File: config.mk
export PLATFORM = sky130hd
export DESIGN_NAME = hazard_ctrl_flat
export DESIGN_NICKNAME = d
export VERILOG_FILES = /design/src/rtl/hazard_ctrl_pkg.sv /design/src/rtl/hazard_ctrl_if.sv /design/src/rtl/hazard_fwd_unit.sv /design/src/rtl/hazard_ctrl.sv /design/src/flat_wrapper.sv
export SDC_FILE = /design/constraint.sdc
export NUM_CORES = 1
export LEC_CHECK = 0
export BUFFER_PORTS_ARGS = -buffer_cell sky130_fd_sc_hd__buf_2
export CORE_MARGIN = 8
export CORE_UTILIZATION = 51
export CTS_CLUSTER_DIAMETER = 150
export DETAILED_ROUTE_END_ITERATION = 7
export PLACE_DENSITY = 0.81
export SLEW_MARGIN = 40
export SYNTH_ARGS = -nofsm -noshare
export SYNTH_HDL_FRONTEND = slang
export SYNTH_SLANG_ARGS = --single-unit
export TNS_END_PERCENT = 30
File: constraint.sdc
create_clock -name clk -period 2.6 [get_ports clk]
set_input_delay 0.39 -clock clk [delete_from_list [all_inputs] [get_ports clk]]
set_output_delay 0.39 -clock clk [all_outputs]
set_load 0.005 [all_outputs]
File: src/rtl/hazard_ctrl_pkg.sv
// hazard_ctrl_pkg: shared state/select encodings, register-address width and source-match helper
package hazard_ctrl_pkg;
  localparam int REG_W = 5;
  typedef enum logic [1:0] {RUN = 2'b00, STALL = 2'b01, FLUSH = 2'b10} ctrl_state_e;
  localparam logic [1:0] FWD_RF = 2'b00;
  localparam logic [1:0] FWD_EX = 2'b01;
  localparam logic [1:0] FWD_WB = 2'b10;
  // x0 is hardwired to zero, so it never creates a dependency
  function automatic logic reg_match(logic [REG_W-1:0] rs, logic used, logic [REG_W-1:0] rd);
    return used && (rs != '0) && (rs == rd);
  endfunction
endpackage

File: src/rtl/hazard_ctrl_if.sv
// hazard_ctrl_if: ID/EX/WB hazard inputs and sequencer controls; slave = hazard_ctrl, master = pipeline
interface hazard_ctrl_if import hazard_ctrl_pkg::*; #(parameter int CNT_W = 32);
  logic             id_vld;
  logic [REG_W-1:0] id_rs1, id_rs2;
  logic             id_rs1_used, id_rs2_used;
  logic [11:0]      id_csr;
  logic             id_csr_rd;
  logic [REG_W-1:0] EX_rd;
  logic             EX_rd_vld;
  logic [3:0]       EX_MEM_rden;
  logic             EX_jmp_vld;
  logic [11:0]      EX_csr;
  logic             EX_csr_vld;
  logic             EX_trap;
  logic [REG_W-1:0] wb_rd;
  logic             wb_rd_vld;
  logic             ex_en, pc_hold, ifid_hold, idex_hold, ifid_flush;
  logic [1:0]       fwd_rs1_sel, fwd_rs2_sel;
  logic [1:0]       ctrl_state;
  logic [CNT_W-1:0] stall_cnt, flush_cnt;
  modport slave (
    input  id_vld, id_rs1, id_rs2, id_rs1_used, id_rs2_used, id_csr, id_csr_rd,
    input  EX_rd, EX_rd_vld, EX_MEM_rden, EX_jmp_vld, EX_csr, EX_csr_vld, EX_trap,
    input  wb_rd, wb_rd_vld,
    output ex_en, pc_hold, ifid_hold, idex_hold, ifid_flush,
    output fwd_rs1_sel, fwd_rs2_sel, ctrl_state, stall_cnt, flush_cnt
  );
  modport master (
    output id_vld, id_rs1, id_rs2, id_rs1_used, id_rs2_used, id_csr, id_csr_rd,
    output EX_rd, EX_rd_vld, EX_MEM_rden, EX_jmp_vld, EX_csr, EX_csr_vld, EX_trap,
    output wb_rd, wb_rd_vld,
    input  ex_en, pc_hold, ifid_hold, idex_hold, ifid_flush,
    input  fwd_rs1_sel, fwd_rs2_sel, ctrl_state, stall_cnt, flush_cnt
  );
endinterface

File: src/rtl/hazard_fwd_unit.sv
// hazard_fwd_unit: per-operand dependency check; hz_o = must stall, sel_o = operand source (FORWARD_EN enables bypass)
module hazard_fwd_unit import hazard_ctrl_pkg::*; (
  input  logic [REG_W-1:0] rs_i,
  input  logic             used_i,
  input  logic [REG_W-1:0] ex_rd_i,
  input  logic             ex_rd_vld_i,
  input  logic             ex_ld_i,
  input  logic [REG_W-1:0] wb_rd_i,
  input  logic             wb_rd_vld_i,
  output logic             hz_o,
  output logic [1:0]       sel_o
);
  logic ex_hit, ld_hit, alu_hit, wb_hit;
  assign ex_hit  = ex_rd_vld_i & reg_match(rs_i, used_i, ex_rd_i);
  assign ld_hit  = ex_hit & ex_ld_i;
  assign alu_hit = ex_hit & ~ex_ld_i;
  assign wb_hit  = wb_rd_vld_i & reg_match(rs_i, used_i, wb_rd_i);
`ifdef FORWARD_EN
  // load data is not available at the EX output, so only a load dependency stalls
  assign hz_o  = ld_hit;
  assign sel_o = alu_hit ? FWD_EX : wb_hit ? FWD_WB : FWD_RF;
`else
  assign hz_o  = ld_hit | alu_hit | wb_hit;
  assign sel_o = FWD_RF;
`endif
endmodule

File: src/rtl/hazard_ctrl.sv
// hazard_ctrl: pipeline sequencer for EX enable, front-end hold/flush, forwarding selects and stall/flush counters
// Ports: clk, rst_n (sync active-low), hif (hazard_ctrl_if.slave). Optional macro FORWARD_EN enables operand bypass.
module hazard_ctrl import hazard_ctrl_pkg::*; #(
  parameter int FLUSH_CYCLES = 2,
  parameter int CNT_W        = 32
) (
  input  logic         clk,
  input  logic         rst_n,
  hazard_ctrl_if.slave hif
);
  ctrl_state_e      state_q, state_d;
  logic [2:0]       cnt_q, cnt_d;
  logic [CNT_W-1:0] stall_cnt_q, stall_cnt_d, flush_cnt_q, flush_cnt_d;
  logic             hz1, hz2, csr_raw, redirect, hazard, stall_inc, flush_inc;
  logic [1:0]       sel1, sel2;
  hazard_fwd_unit u_rs1 (
    .rs_i(hif.id_rs1), .used_i(hif.id_rs1_used), .ex_rd_i(hif.EX_rd), .ex_rd_vld_i(hif.EX_rd_vld),
    .ex_ld_i(|hif.EX_MEM_rden), .wb_rd_i(hif.wb_rd), .wb_rd_vld_i(hif.wb_rd_vld), .hz_o(hz1), .sel_o(sel1)
  );
  hazard_fwd_unit u_rs2 (
    .rs_i(hif.id_rs2), .used_i(hif.id_rs2_used), .ex_rd_i(hif.EX_rd), .ex_rd_vld_i(hif.EX_rd_vld),
    .ex_ld_i(|hif.EX_MEM_rden), .wb_rd_i(hif.wb_rd), .wb_rd_vld_i(hif.wb_rd_vld), .hz_o(hz2), .sel_o(sel2)
  );
  assign redirect = hif.EX_jmp_vld | hif.EX_trap;
  assign csr_raw  = hif.id_csr_rd & hif.EX_csr_vld & (hif.EX_csr == hif.id_csr);
  assign hazard   = (hif.id_vld & (hz1 | hz2)) | csr_raw;
  // FLUSH holds cnt_q remaining bubbles after the redirect cycle itself; redirects are only honoured in RUN
  always_comb begin
    state_d        = state_q;
    cnt_d          = cnt_q;
    hif.ex_en      = 1'b0;
    hif.pc_hold    = 1'b0;
    hif.ifid_hold  = 1'b0;
    hif.idex_hold  = 1'b0;
    hif.ifid_flush = 1'b0;
    stall_inc      = 1'b0;
    flush_inc      = 1'b0;
    if (!rst_n) begin
      hif.pc_hold    = 1'b1;
      hif.ifid_flush = 1'b1;
      state_d        = RUN;
      cnt_d          = '0;
    end else if (state_q == FLUSH) begin
      hif.ifid_flush = 1'b1;
      flush_inc      = 1'b1;
      cnt_d          = (cnt_q == 3'd0) ? 3'd0 : cnt_q - 3'd1;
      state_d        = (cnt_q <= 3'd1) ? RUN : FLUSH;
    end else if (state_q == RUN && redirect) begin
      hif.ifid_flush = 1'b1;
      flush_inc      = 1'b1;
      cnt_d          = 3'(FLUSH_CYCLES - 1);
      state_d        = (FLUSH_CYCLES > 1) ? FLUSH : RUN;
    end else if (hazard) begin
      hif.pc_hold    = 1'b1;
      hif.ifid_hold  = 1'b1;
      hif.idex_hold  = 1'b1;
      stall_inc      = 1'b1;
      state_d        = STALL;
    end else begin
      hif.ex_en      = hif.id_vld;
      state_d        = RUN;
    end
  end
  assign stall_cnt_d = (stall_inc && !(&stall_cnt_q)) ? stall_cnt_q + CNT_W'(1) : stall_cnt_q;
  assign flush_cnt_d = (flush_inc && !(&flush_cnt_q)) ? flush_cnt_q + CNT_W'(1) : flush_cnt_q;
  always_ff @(posedge clk) begin
    if (!rst_n) begin
      state_q     <= RUN;
      cnt_q       <= '0;
      stall_cnt_q <= '0;
      flush_cnt_q <= '0;
    end else begin
      state_q     <= state_d;
      cnt_q       <= cnt_d;
      stall_cnt_q <= stall_cnt_d;
      flush_cnt_q <= flush_cnt_d;
    end
  end
  assign hif.fwd_rs1_sel = rst_n ? sel1 : FWD_RF;
  assign hif.fwd_rs2_sel = rst_n ? sel2 : FWD_RF;
  assign hif.ctrl_state  = state_q;
  assign hif.stall_cnt   = stall_cnt_q;
  assign hif.flush_cnt   = flush_cnt_q;
endmodule

File: src/flat_wrapper.sv
// flat-port wrapper written by rule: the top's interface ports become plain ports
module hazard_ctrl_flat import hazard_ctrl_pkg::*;
#(
  parameter int FLUSH_CYCLES = 2,
  parameter int CNT_W        = 32
)
  (clk, rst_n, hif_id_vld, hif_id_rs1, hif_id_rs2, hif_id_rs1_used, hif_id_rs2_used, hif_id_csr, hif_id_csr_rd, hif_EX_rd, hif_EX_rd_vld, hif_EX_MEM_rden, hif_EX_jmp_vld, hif_EX_csr, hif_EX_csr_vld, hif_EX_trap, hif_wb_rd, hif_wb_rd_vld, hif_ex_en, hif_pc_hold, hif_ifid_hold, hif_idex_hold, hif_ifid_flush, hif_fwd_rs1_sel, hif_fwd_rs2_sel, hif_ctrl_state, hif_stall_cnt, hif_flush_cnt);
  hazard_ctrl_if #(.CNT_W(CNT_W)) hif_i ();
  input  logic clk;
  input  logic rst_n;
  input wire logic [$bits(hif_i.id_vld)-1:0] hif_id_vld;
  input wire logic [$bits(hif_i.id_rs1)-1:0] hif_id_rs1;
  input wire logic [$bits(hif_i.id_rs2)-1:0] hif_id_rs2;
  input wire logic [$bits(hif_i.id_rs1_used)-1:0] hif_id_rs1_used;
  input wire logic [$bits(hif_i.id_rs2_used)-1:0] hif_id_rs2_used;
  input wire logic [$bits(hif_i.id_csr)-1:0] hif_id_csr;
  input wire logic [$bits(hif_i.id_csr_rd)-1:0] hif_id_csr_rd;
  input wire logic [$bits(hif_i.EX_rd)-1:0] hif_EX_rd;
  input wire logic [$bits(hif_i.EX_rd_vld)-1:0] hif_EX_rd_vld;
  input wire logic [$bits(hif_i.EX_MEM_rden)-1:0] hif_EX_MEM_rden;
  input wire logic [$bits(hif_i.EX_jmp_vld)-1:0] hif_EX_jmp_vld;
  input wire logic [$bits(hif_i.EX_csr)-1:0] hif_EX_csr;
  input wire logic [$bits(hif_i.EX_csr_vld)-1:0] hif_EX_csr_vld;
  input wire logic [$bits(hif_i.EX_trap)-1:0] hif_EX_trap;
  input wire logic [$bits(hif_i.wb_rd)-1:0] hif_wb_rd;
  input wire logic [$bits(hif_i.wb_rd_vld)-1:0] hif_wb_rd_vld;
  output wire logic [$bits(hif_i.ex_en)-1:0] hif_ex_en;
  output wire logic [$bits(hif_i.pc_hold)-1:0] hif_pc_hold;
  output wire logic [$bits(hif_i.ifid_hold)-1:0] hif_ifid_hold;
  output wire logic [$bits(hif_i.idex_hold)-1:0] hif_idex_hold;
  output wire logic [$bits(hif_i.ifid_flush)-1:0] hif_ifid_flush;
  output wire logic [$bits(hif_i.fwd_rs1_sel)-1:0] hif_fwd_rs1_sel;
  output wire logic [$bits(hif_i.fwd_rs2_sel)-1:0] hif_fwd_rs2_sel;
  output wire logic [$bits(hif_i.ctrl_state)-1:0] hif_ctrl_state;
  output wire logic [$bits(hif_i.stall_cnt)-1:0] hif_stall_cnt;
  output wire logic [$bits(hif_i.flush_cnt)-1:0] hif_flush_cnt;
  assign hif_i.id_vld = hif_id_vld;
  assign hif_i.id_rs1 = hif_id_rs1;
  assign hif_i.id_rs2 = hif_id_rs2;
  assign hif_i.id_rs1_used = hif_id_rs1_used;
  assign hif_i.id_rs2_used = hif_id_rs2_used;
  assign hif_i.id_csr = hif_id_csr;
  assign hif_i.id_csr_rd = hif_id_csr_rd;
  assign hif_i.EX_rd = hif_EX_rd;
  assign hif_i.EX_rd_vld = hif_EX_rd_vld;
  assign hif_i.EX_MEM_rden = hif_EX_MEM_rden;
  assign hif_i.EX_jmp_vld = hif_EX_jmp_vld;
  assign hif_i.EX_csr = hif_EX_csr;
  assign hif_i.EX_csr_vld = hif_EX_csr_vld;
  assign hif_i.EX_trap = hif_EX_trap;
  assign hif_i.wb_rd = hif_wb_rd;
  assign hif_i.wb_rd_vld = hif_wb_rd_vld;
  assign hif_ex_en = hif_i.ex_en;
  assign hif_pc_hold = hif_i.pc_hold;
  assign hif_ifid_hold = hif_i.ifid_hold;
  assign hif_idex_hold = hif_i.idex_hold;
  assign hif_ifid_flush = hif_i.ifid_flush;
  assign hif_fwd_rs1_sel = hif_i.fwd_rs1_sel;
  assign hif_fwd_rs2_sel = hif_i.fwd_rs2_sel;
  assign hif_ctrl_state = hif_i.ctrl_state;
  assign hif_stall_cnt = hif_i.stall_cnt;
  assign hif_flush_cnt = hif_i.flush_cnt;
  hazard_ctrl #(.FLUSH_CYCLES(FLUSH_CYCLES), .CNT_W(CNT_W)) u_core (.clk(clk), .rst_n(rst_n), .hif(hif_i));
endmodule
==> metrics.yaml <==
logic_synthesis:
  synth.top_cell.area_share_pct: 35.2
  synth-main-ff-cell: "dfxtp_1"
  syn-cell-area_sq_um: 3920
  synth-seq-cells: 69
  yosysSeqAreaShare_pct: 35.2
  synth.distinct_cells: 48
  syn_area_per_cell_sq_um: 8.56
  synth_async_sr_flop_share_pct: 0
  yosys_warnings: 0
  synthCells: 458
  post-synth-top-area-cell: "dfxtp_1"
  synthTopCellsByArea: "dfxtp_1, xnor2_1, mux2i_1, nand2_1, nand4_1"
  synth_edf_count: 0
sta:
  min_period_ns: 2.42
  tightest_slew_ns: 0.555
  max_freq_mhz: 413
  final-max-slew-violation-count: 0
  setup_viol: 0
  max-slew-margin-rel_pct: 63.0
  hold_violations: 0
  fin_worst_skew_ns: 0.0130
  grt_setup_unrepaired: "false"
  holdWs_ns: 0.464
  min_period_over_period_pct: 93.1
global_routing:
  grt.busiest_layer: "met2"
  grt_use_met3_pct: 8.36
  grt_max_degree: 63
  grt_remaining_overflow: 0
  grtUsageMet2_pct: 31.5
  grt_pass1_vias: 3696
  grtUsageMet1_pct: 19.9
  antenna_found_initial: 0
  grt_usage_pct: 18.3
  grt_pass1_wl_um: 16900
place:
  hpwlAfterDp_um: 7690
  port_buffers: 125
  place_congestion: 0.883
  dp_cells: 678
cts:
  cts_tree: "done"
  ctsHoldBuffers: 0
  htree_levels: 3
  insertion_delay_ns: 0.34
  post-cts-setup-buffers: 0
  ctsLongestPathBuffers: 2
  cts_resized: 0
  clk_pin_slew_ns: 0.07
  cts-root-buf: "clkbuf_8"
  numCtsBuffers: 9
  cts.sinks: 69
cells_and_area:
  fill_cells: 670
  nNetsFinal: 648
  drive_above_1_share_pct: 27.2
  most-common-layout-cells: "buf_2, dfxtp_1, nand2_1"
  final_common_cell: "buf_2"
  diodes: 0
  fin_cells: 694
  seq_area_sq_um: 1380
  multi_input_area_sq_um: 2400
  syn2layout_area_growth_pct: 23.0
floorplanning:
  io-pin-count: 134
  start_util_pct: 51.8
  die_w_um: 104
  dieArea_sq_um: 10700
  die_h_um: 104
  rows: 32
  core_area_sq_um: 7570
worst_setup_path:
  worst-setup-path-type: "primary input to output pin"
  critical_path.max_fanout: 9
  cp_data_required_time_ns: 2.21
  path_delay_family: "buffers and inverters"
  cp-start-kind: "primary input"
  critPathBufInv: 4
  worst_ep_arrival_time_ns: 2.03
  crit_path_end_kind: "output pin"
  slowest_stage: "or3_1"
  cp_cell_sequence: "buf_2, or3_1, o311a_1, a221oi_2, buf_4, buf_4, nor2_2, buf_2"
  cp_slowest_stage_delay_ns: 0.38
pwr:
  leakage_uw: 0.00223
  power.density_nw_per_um2: 427
  ir_drop_v: 0.000202
route:
  drt-vias-per-instance: 5.21
  wl_um: 9900
  wl_per_cell_um: 14.3
  drc_errors: 0
  num_vias: 3615
  first_iter_violations: 151
  postRouteAntennaNets: 0
  first_pass_iters: 5
run_status:
  status: "complete, no violations"
min_path:
  min_path_type: "primary input to flip-flop"
run:
  cap_violations: 0
-- Yosys cell counts (all sizes together) (2+ instances only) --
library cell and n:
ha 2, a21boi 5, nor3 14, buf 9, o211ai 3, o22ai 2
nor4b 2, o311a 2, dfxtp 69, and4 4, or2 2, nand4 30
clkbuf 10, nand3 21, xnor2 48, nor4 5, xor2 15, nor2b 10
o21ai 11, and2 27, nand2 63, nor3b 2, and3 11, or3 8
mux2i 24, nor2 18, nand2b 19, inv 11
-- sequential cells by signal, summed over array words and instances, names as in the netlist --
name / cells
u_core.hif.ctrl_state: 2
u_core.cnt_q: 3
u_core.hif.flush_cnt: 32
u_core.hif.stall_cnt: 32
-- cell families after synthesis --
| logic type | share of synthesized area (%) |
|---|---|
| AO/OA/AOI/OAI | 5.14 |
| XOR/XNOR | 14.1 |
| adder cells (fa/ha/maj) | 0.638 |
| buffers and inverters | 3.86 |
| flip-flops | 35.2 |
| multiplexers | 6.13 |
| other | 0.0957 |
| AND/OR/NAND/NOR | 34.8 |
-- worst min-delay path, cell delays in order --
cell	delay, ns
buf_2	0.11
nor2_1	0.08
nor3_1	0.07
inv_1	0.05
a21boi_0	0.06
-- power by group --
group          total [uW]  switching, uW  internal (uW)
clock                 780            427            353
sequential           1080           11.1           1070
combinational         202            100            101
total                2060            539           1520
-- routing by layer --
layer	part of all wire [%]	vias up	routed length, um
met4	0.60	0	59
met5	0	-	0
met1	42	1675	4130
met3	8.8	6	868
li1	-	1825	-
met2	49	109	4850
-- final cells by class --
type,count,area share (%)
Multi-Input combinational cell,362,49.8
Sequential cell,69,28.6
Timing Repair Buffer,134,14.4
Clock buffer,10,2.65
Tap cell,102,2.65
Clock inverter,6,1.01
Inverter,11,0.856
-- worst paths after layout --
| check | from | end | slack (ns) | cells past startpoint |
|---|---|---|---|---|
| setup / recovery | hif_id_rs1[0] | hif_idex_hold | 0.18 | 8 |
| hold / removal | hif_EX_jmp_vld | u_core.hif.ctrl_state[1] | 0.46 | 5 |
| setup reg to reg | u_core.hif.flush_cnt[8] | u_core.hif.flush_cnt[31] | 0.38 | 7 |
| hold reg to reg | u_core.cnt_q[2] | u_core.cnt_q[2] | 0.47 | 2 |
-- through the flow --
stage	utilization, %	setup slack, ns	total power [uW]	setup TNS [ns]	cell area (sq um)
2_1_floorplan	-	0.447	1220	0	3930
3_3_place_gp	61.3	0.0318	1300	0	4640
3_5_place_dp	61.3	-0.0633	1300	-0.208	4640
4_1_cts	63.7	0.171	2080	0	4820
5_1_grt	63.7	0.0863	2160	0	4820
6_report	63.7	0.178	2060	0	4820
Note: power is estimated with default switching activity, not from simulation.
